### src/rtl/pipe_stage_ctrl_pkg.sv
// Shared constants, field positions and FSM state type for the pipeline sequencing controller.
// Optional build macro consumed by the users of this package: PIPE_PERF_CNT_EN.
package pipe_pkg;
    localparam logic [4:0]  OP_LD    = 5'h04;
    localparam logic [4:0]  OP_ST    = 5'h05;
    localparam logic [31:0] NOP_INST = 32'd0;

    localparam int OPC_MSB = 31;
    localparam int OPC_LSB = 27;
    localparam int RD_MSB  = 26;
    localparam int RD_LSB  = 22;
    localparam int RS1_MSB = 21;
    localparam int RS1_LSB = 17;
    localparam int RS2_MSB = 16;
    localparam int RS2_LSB = 12;

    typedef enum logic [1:0] {RUN, FLUSH, MEM_WAIT} pipe_state_t;

    function automatic logic is_mem_op(input logic [4:0] op);
        return (op == OP_LD) || (op == OP_ST);
    endfunction
endpackage

### src/rtl/pipe_stage_ctrl_if.sv
// Snoop/control bundle between the datapath (master) and the stage controller (slave).
// Perf counter signals exist only when PIPE_PERF_CNT_EN is defined.
interface pipe_stage_ctrl_if #(
    parameter int CNT_W = 32
);
    logic [31:0] id_inst;
    logic [31:0] ex_inst;
    logic [31:0] ma_inst;
    logic        ex_br_taken;
    logic        dmem_busy;
    logic        pc_en;
    logic        if_id_en;
    logic        id_ex_en;
    logic        ex_ma_en;
    logic        ma_rw_en;
    logic        if_id_flush;
    logic        id_ex_flush;
`ifdef PIPE_PERF_CNT_EN
    logic [CNT_W-1:0] stall_cycles;
    logic [CNT_W-1:0] flush_cycles;
`else
    logic [CNT_W-1:0] unused_cnt_w;
    assign unused_cnt_w = '0;
`endif

    modport master (
        output id_inst, ex_inst, ma_inst, ex_br_taken, dmem_busy,
        input  pc_en, if_id_en, id_ex_en, ex_ma_en, ma_rw_en, if_id_flush, id_ex_flush
`ifdef PIPE_PERF_CNT_EN
        , input stall_cycles, flush_cycles
`endif
    );

    modport slave (
        input  id_inst, ex_inst, ma_inst, ex_br_taken, dmem_busy,
        output pc_en, if_id_en, id_ex_en, ex_ma_en, ma_rw_en, if_id_flush, id_ex_flush
`ifdef PIPE_PERF_CNT_EN
        , output stall_cycles, flush_cycles
`endif
    );
endinterface

### src/rtl/pipe_stage_ctrl_hazard.sv
// Load-use detector: a load in EX whose destination feeds either source of the ID instruction.
module pipe_hazard_cmp
    import pipe_pkg::*;
(
    input  logic [31:0] i_id_inst,
    input  logic [31:0] i_ex_inst,
    output logic        o_load_use
);
    logic [4:0] w_ex_opc;
    logic [4:0] w_ex_rd;
    logic [4:0] w_id_rs1;
    logic [4:0] w_id_rs2;
    logic       w_unused;

    assign w_ex_opc = i_ex_inst[OPC_MSB:OPC_LSB];
    assign w_ex_rd  = i_ex_inst[RD_MSB:RD_LSB];
    assign w_id_rs1 = i_id_inst[RS1_MSB:RS1_LSB];
    assign w_id_rs2 = i_id_inst[RS2_MSB:RS2_LSB];
    assign w_unused = ^{i_id_inst[OPC_MSB:RD_LSB], i_id_inst[RS2_LSB-1:0], i_ex_inst[RS1_MSB:0]};

    // r0 is hardwired, so a load targeting it never forces a bubble
    assign o_load_use = (w_ex_opc == OP_LD) && (w_ex_rd != 5'd0) &&
                        ((w_ex_rd == w_id_rs1) || (w_ex_rd == w_id_rs2));
endmodule

### src/rtl/pipe_stage_ctrl.sv
// 5-stage pipeline sequencing controller: memory freeze > branch flush > load-use stall > run.
// Define PIPE_PERF_CNT_EN to add saturating stall/flush cycle counters.
module pipe_stage_ctrl
    import pipe_pkg::*;
#(
    parameter int BR_FLUSH_CYC = 2,
    parameter int CNT_W        = 32
) (
    input  logic              clk,
    input  logic              rst_n,
    pipe_stage_ctrl_if.slave  bus
);
    localparam logic [1:0] BR_RELOAD = 2'(BR_FLUSH_CYC - 1);

    pipe_state_t r_state, w_nstate;
    logic [1:0]  r_cnt, w_ncnt;
    logic        r_pend, w_npend;
    logic        w_load_use, w_freeze, w_new_br, w_owed, w_unused_ma;
    logic        w_pc_en, w_if_id_en, w_id_ex_en, w_ex_ma_en, w_ma_rw_en;
    logic        w_if_id_flush, w_id_ex_flush;

    pipe_hazard_cmp u_hazard (
        .i_id_inst  (bus.id_inst),
        .i_ex_inst  (bus.ex_inst),
        .o_load_use (w_load_use)
    );

    assign w_unused_ma = ^bus.ma_inst[RD_MSB:0];
    assign w_freeze    = is_mem_op(bus.ma_inst[OPC_MSB:OPC_LSB]) && bus.dmem_busy;
    assign w_new_br    = bus.ex_br_taken || r_pend;
    // r_cnt counts flush cycles still owed after the current one; it survives a freeze
    assign w_owed      = (r_state != RUN) && (r_cnt != 2'd0);

    always_comb begin
        w_pc_en       = 1'b1;
        w_if_id_en    = 1'b1;
        w_id_ex_en    = 1'b1;
        w_ex_ma_en    = 1'b1;
        w_ma_rw_en    = 1'b1;
        w_if_id_flush = 1'b0;
        w_id_ex_flush = 1'b0;
        w_nstate      = r_state;
        w_ncnt        = r_cnt;
        w_npend       = r_pend;
        if (!rst_n) begin
            {w_pc_en, w_if_id_en, w_id_ex_en, w_ex_ma_en, w_ma_rw_en} = 5'b0;
            w_if_id_flush = 1'b1;
            w_id_ex_flush = 1'b1;
        end else if (w_freeze) begin
            {w_pc_en, w_if_id_en, w_id_ex_en, w_ex_ma_en, w_ma_rw_en} = 5'b0;
            w_npend  = r_pend || bus.ex_br_taken;
            w_nstate = MEM_WAIT;
        end else if (w_new_br || w_owed) begin
            w_if_id_flush = 1'b1;
            w_id_ex_flush = 1'b1;
            w_ncnt        = w_new_br ? BR_RELOAD : r_cnt - 2'd1;
            w_npend       = 1'b0;
            w_nstate      = (w_ncnt != 2'd0) ? FLUSH : RUN;
        end else begin
            w_npend  = 1'b0;
            w_nstate = RUN;
            if (w_load_use) begin
                w_pc_en       = 1'b0;
                w_if_id_en    = 1'b0;
                w_id_ex_flush = 1'b1;
            end
        end
    end

    always_ff @(posedge clk or negedge rst_n) begin
        if (!rst_n) begin
            r_state <= RUN;
            r_cnt   <= 2'd0;
            r_pend  <= 1'b0;
        end else begin
            r_state <= w_nstate;
            r_cnt   <= w_ncnt;
            r_pend  <= w_npend;
        end
    end

    assign bus.pc_en       = w_pc_en;
    assign bus.if_id_en    = w_if_id_en;
    assign bus.id_ex_en    = w_id_ex_en;
    assign bus.ex_ma_en    = w_ex_ma_en;
    assign bus.ma_rw_en    = w_ma_rw_en;
    assign bus.if_id_flush = w_if_id_flush;
    assign bus.id_ex_flush = w_id_ex_flush;

`ifdef PIPE_PERF_CNT_EN
    logic [CNT_W-1:0] r_stall_cycles, r_flush_cycles;

    always_ff @(posedge clk or negedge rst_n) begin
        if (!rst_n) begin
            r_stall_cycles <= '0;
            r_flush_cycles <= '0;
        end else begin
            if (!w_pc_en && (r_stall_cycles != {CNT_W{1'b1}}))
                r_stall_cycles <= r_stall_cycles + 1'b1;
            if (w_if_id_flush && (r_flush_cycles != {CNT_W{1'b1}}))
                r_flush_cycles <= r_flush_cycles + 1'b1;
        end
    end

    assign bus.stall_cycles = r_stall_cycles;
    assign bus.flush_cycles = r_flush_cycles;
`else
    logic [CNT_W-1:0] w_unused_cnt;
    assign w_unused_cnt = '0;
`endif
endmodule

### src/flat_wrapper.sv
// flat-port wrapper written by rule: the top's interface ports become plain ports
module pipe_stage_ctrl_flat import pipe_pkg::*;
#(
    parameter int BR_FLUSH_CYC = 2,
    parameter int CNT_W        = 32
)
  (clk, rst_n, bus_id_inst, bus_ex_inst, bus_ma_inst, bus_ex_br_taken, bus_dmem_busy, bus_pc_en, bus_if_id_en, bus_id_ex_en, bus_ex_ma_en, bus_ma_rw_en, bus_if_id_flush, bus_id_ex_flush);
  pipe_stage_ctrl_if #(.CNT_W(CNT_W)) bus_i ();
  input  logic clk;
  input  logic rst_n;
  input wire logic [$bits(bus_i.id_inst)-1:0] bus_id_inst;
  input wire logic [$bits(bus_i.ex_inst)-1:0] bus_ex_inst;
  input wire logic [$bits(bus_i.ma_inst)-1:0] bus_ma_inst;
  input wire logic [$bits(bus_i.ex_br_taken)-1:0] bus_ex_br_taken;
  input wire logic [$bits(bus_i.dmem_busy)-1:0] bus_dmem_busy;
  output wire logic [$bits(bus_i.pc_en)-1:0] bus_pc_en;
  output wire logic [$bits(bus_i.if_id_en)-1:0] bus_if_id_en;
  output wire logic [$bits(bus_i.id_ex_en)-1:0] bus_id_ex_en;
  output wire logic [$bits(bus_i.ex_ma_en)-1:0] bus_ex_ma_en;
  output wire logic [$bits(bus_i.ma_rw_en)-1:0] bus_ma_rw_en;
  output wire logic [$bits(bus_i.if_id_flush)-1:0] bus_if_id_flush;
  output wire logic [$bits(bus_i.id_ex_flush)-1:0] bus_id_ex_flush;
  assign bus_i.id_inst = bus_id_inst;
  assign bus_i.ex_inst = bus_ex_inst;
  assign bus_i.ma_inst = bus_ma_inst;
  assign bus_i.ex_br_taken = bus_ex_br_taken;
  assign bus_i.dmem_busy = bus_dmem_busy;
  assign bus_pc_en = bus_i.pc_en;
  assign bus_if_id_en = bus_i.if_id_en;
  assign bus_id_ex_en = bus_i.id_ex_en;
  assign bus_ex_ma_en = bus_i.ex_ma_en;
  assign bus_ma_rw_en = bus_i.ma_rw_en;
  assign bus_if_id_flush = bus_i.if_id_flush;
  assign bus_id_ex_flush = bus_i.id_ex_flush;
  pipe_stage_ctrl #(.BR_FLUSH_CYC(BR_FLUSH_CYC), .CNT_W(CNT_W)) u_core (.clk(clk), .rst_n(rst_n), .bus(bus_i));
endmodule
### config.mk
export PLATFORM = sky130hd
export DESIGN_NAME = pipe_stage_ctrl_flat
export DESIGN_NICKNAME = d
export VERILOG_FILES = /design/src/rtl/pipe_stage_ctrl_pkg.sv /design/src/rtl/pipe_stage_ctrl_if.sv /design/src/rtl/pipe_stage_ctrl_hazard.sv /design/src/rtl/pipe_stage_ctrl.sv /design/src/flat_wrapper.sv
export SDC_FILE = /design/constraint.sdc
export NUM_CORES = 1
export LEC_CHECK = 0
export CAP_MARGIN = 30
export CORE_MARGIN = 2
export CORE_UTILIZATION = 18
export CTS_BUF_LIST = sky130_fd_sc_hd__clkbuf_8
export DETAILED_ROUTE_END_ITERATION = 8
export PLACE_DENSITY = 0.84
export SLEW_MARGIN = 15
export SYNTH_ARGS = -nofsm -noshare
export SYNTH_HDL_FRONTEND = slang
export SYNTH_HIERARCHICAL = 1
export SYNTH_SLANG_ARGS = --single-unit
### constraint.sdc
create_clock -name clk -period 2.1 [get_ports clk]
set_input_delay 0.525 -clock clk [delete_from_list [all_inputs] [get_ports clk]]
set_output_delay 0.525 -clock clk [all_outputs]
set_load 0.02 [all_outputs]
==> metrics.txt, run 1 <==
gr usage total 0.1071; Initial Util 0.1889; drt drc 0; syn_area_per_cell 8.829 um^2; CP Max Fanout 2; worst path bufs/invs 3; largest net degree at the start of global routing 12; MaxCap Viol Count 0; Post-Place Setup Slack -1065 ps; cell area after synthesis 467.9 um^2; core area 2477 um^2; Fin Hold WS roughly 490 ps; setup_tns -649.4 ps; Worst Setup SP bus_ex_inst[24]; failing checks setup timing; Layout Nets between 200 and 250; critical path's slowest cell or4_4; crit path cell chain buf_6, or4_4, o211ai_2, a21oi_2, buf_4, a21oi_4, buf_6; #FFs+latches synth 5; fin crit period 2331 ps; grt ovf 0; commonest non-fill, non-tap cell in the layout buf_4; power consumption 0.5661 mW; vias in the first global route roughly 580; H-tree Lvls 1; initial antenna violation count 0; Warnings, synthesis 6; Leak 0.5213 nW; root buffer cell clkbuf_8; # IOs 107; type of the worst min-delay path reg2reg; wire per inst 11.95 um; most frequent cells in the layout buf_4 (21), dlygate4sd2_1 (10), clkdlybuf4s15_1 (7), xor2_1 (6); clk sink count 5; status finished with violations; Clock Path Buffers 2; clk slew on worst S/H paths ~30 ps; final RePlAce weighted congestion 0.8228; slew margin rel. 0.8196; post-route antenna net violation count 0; Seq. cell area between 100 and 150 um^2; crit end category primary output; f_max approximately 430 MHz; Vias/cell between 4 and 5; WHS Endpoint u_core/r_cnt[1]$_DFFE_PN0P_; Setup CP Type in2out; hold_sp u_core/r_cnt[1]$_DFFE_PN0P_; TritonCTS Buffers 3; Worst-Skew Late Latency 220 ps; PnR worst setup slack -231.1 ps; Critical Path Most Common Cell buf_6; Post-Syn Instances 53; post-synthesis cell type count 27; Layout area overhead 123.3%; pwr dens 541.9 nW/um^2; n_diodes 0; Worst Clk Skew 0.2518 ps; worst-margin pin slew 267.0 ps; max incr delay on CP ~530 ps; chip width 54.99 um; reg2reg setup slack ~540 ps; Worst setup SP type primary input; post-DP HPWL 1.299 mm; post-route core utilization 0.4217; Die H 54.99 um; Post-CTS Hold Buffers 0; TritonRoute pass-1 iters 4; die area 3023 um^2; # fillers 267; Setup Viol. Count Final 3; fin. max-slew vios 0; TritonCTS clock tree built; Synth Net Count 154; WL final 1.637 mm; RR Endpoint u_core/r_cnt[1]$_DFFE_PN0P_; family with the most delay on the worst path simple AND/OR/NAND/NOR gates; RSZ-0062 raised after global routing true; worst r2r path cells 5; worst vdd ir between 0.0004 and 0.0005 V; Critical Path AT 1810 ps; share of cells above drive strength 1 0.4112; drt initial violations 8; r2r startpoint u_core/r_pend$_DFFE_PN0P_; row cnt 18; period utilization 1.110; Hold Path Cell Cnt 1; post-synthesis sequential area ratio 0.2674; first-pass GRT wire length 2.221 mm; Hold Fails Final Rpt 0; Worst Path Required 1570 ps; vias 603; Port-buffer cells 34; area occupied by multi-input gates 354.1 um^2
layer usage:
layer	part of all wire	global-route usage	vias to the layer above
met2	0.55	0.2024	25
met1	0.32	0.09788	279
met4	0.019	0.07317	0
met3	0.10	0.02957	4
met5	0	0	-
li1	-	-	295
cell usage after synthesis, drive strengths merged:
library cell | instances | area (um^2)
xor2 | 6 | 52.55
dfrtp | 5 | 125.1
inv | 4 | 15.01
nor2 | 4 | 15.01
xnor2 | 4 | 35.03
buf | 3 | 22.52
nand3 | 3 | 15.01
nor3 | 3 | 15.01
o21ai | 3 | 15.01
a21oi | 2 | 10.01
mux2 | 2 | 22.52
a21o | 1 | 7.510
a2bb2oi | 1 | 8.760
and2 | 1 | 6.260
and3 | 1 | 6.260
ha | 1 | 12.51
nand2 | 1 | 3.750
nand4bb | 1 | 11.26
nor4 | 1 | 6.260
o211ai | 1 | 12.51
o21ba | 1 | 10.01
o221ai | 1 | 15.01
o41ai | 1 | 8.760
or2 | 1 | 8.760
or4 | 1 | 7.510
what timing repair did:
item                       CTS  global route
pin swaps                   14             8
setup endpoints to repair    7             6
buffers inserted             4             0
gates cloned                 0             0
resized for setup           69            14
worst reg2reg max path: stages (launching register included):
cell and delay [ps]:
dfrtp_1 380, or2_4 290, buf_4 140, buf_4 130, o221ai_2 170, mux2_1 340
per-stage QoR:
stage          cells  instance area (um^2)
4_1_cts          137                  1025
3_5_place_dp     129                 950.9
6_report         137                  1045
3_3_place_gp     129                 950.9
5_1_grt          137                  1045
2_1_floorplan     53                 486.7
worst max-delay path by stage:
| stage | endpoint | slack, ps | cells after the start |
|---|---|---|---|
| after global routing | bus_id_ex_flush | -310 | 8 |
| after detailed placement | bus_id_ex_flush | -1070 | 7 |
| after global placement | bus_id_ex_flush | -1020 | 7 |
| final | bus_if_id_en | -230 | 7 |
| after CTS | bus_if_id_en | -220 | 7 |
| after floorplan | bus_pc_en | -80 | 5 |
logic make-up (layout without fill, tap and decap cells):
group / Yosys count / count (layout) / synth area share
XOR/XNOR: 10 / 10 / 0.1872
multiplexers: 2 / 2 / 0.04812
flip-flops: 5 / 5 / 0.2674
buffers and inverters: 7 / 61 / 0.08020
AND/OR/NAND/NOR: 17 / 17 / 0.2032
AO/OA/AOI/OAI: 11 / 11 / 0.1872
adder cells (fa/ha/maj): 1 / 1 / 0.02673
state kept, by name, indices dropped and copies added, names as in the netlist:
register        cells
u_core/r_cnt        2
u_core/r_pend       1
u_core/r_state      2
report_power, final:
group | switching, mW | total [mW] | leakage [nW] | internal (mW)
logic | 0.114 | 0.268 | 0.432 | 0.154
clock network | 0.0480 | 0.173 | 0.0269 | 0.125
registers | 0.00994 | 0.125 | 0.0623 | 0.115
cell type report:
| cell class | instances | area share |
|---|---|---|
| Clock buffer | 3 | 0.03952 |
| Clock inverter | 1 | 0.003593 |
| Inverter | 4 | 0.01437 |
| Multi-Input combinational cell | 41 | 0.3389 |
| Sequential cell | 5 | 0.1198 |
| Tap cell | 30 | 0.03593 |
| Timing Repair Buffer | 53 | 0.4479 |
Note: power is estimated with default switching activity, not from simulation.
==> run 2, diff against run 1 <==
--- a/config.mk
+++ b/config.mk
@@ -5,7 +5,7 @@
 export SDC_FILE = /design/constraint.sdc
 export NUM_CORES = 1
 export LEC_CHECK = 0
-export CAP_MARGIN = 30
+export CAP_MARGIN = 0
 export CORE_MARGIN = 2
 export CORE_UTILIZATION = 18
 export CTS_BUF_LIST = sky130_fd_sc_hd__clkbuf_8
==> results of run 2 <==
Final layout, timing and power as in run 1 (identical DEF).
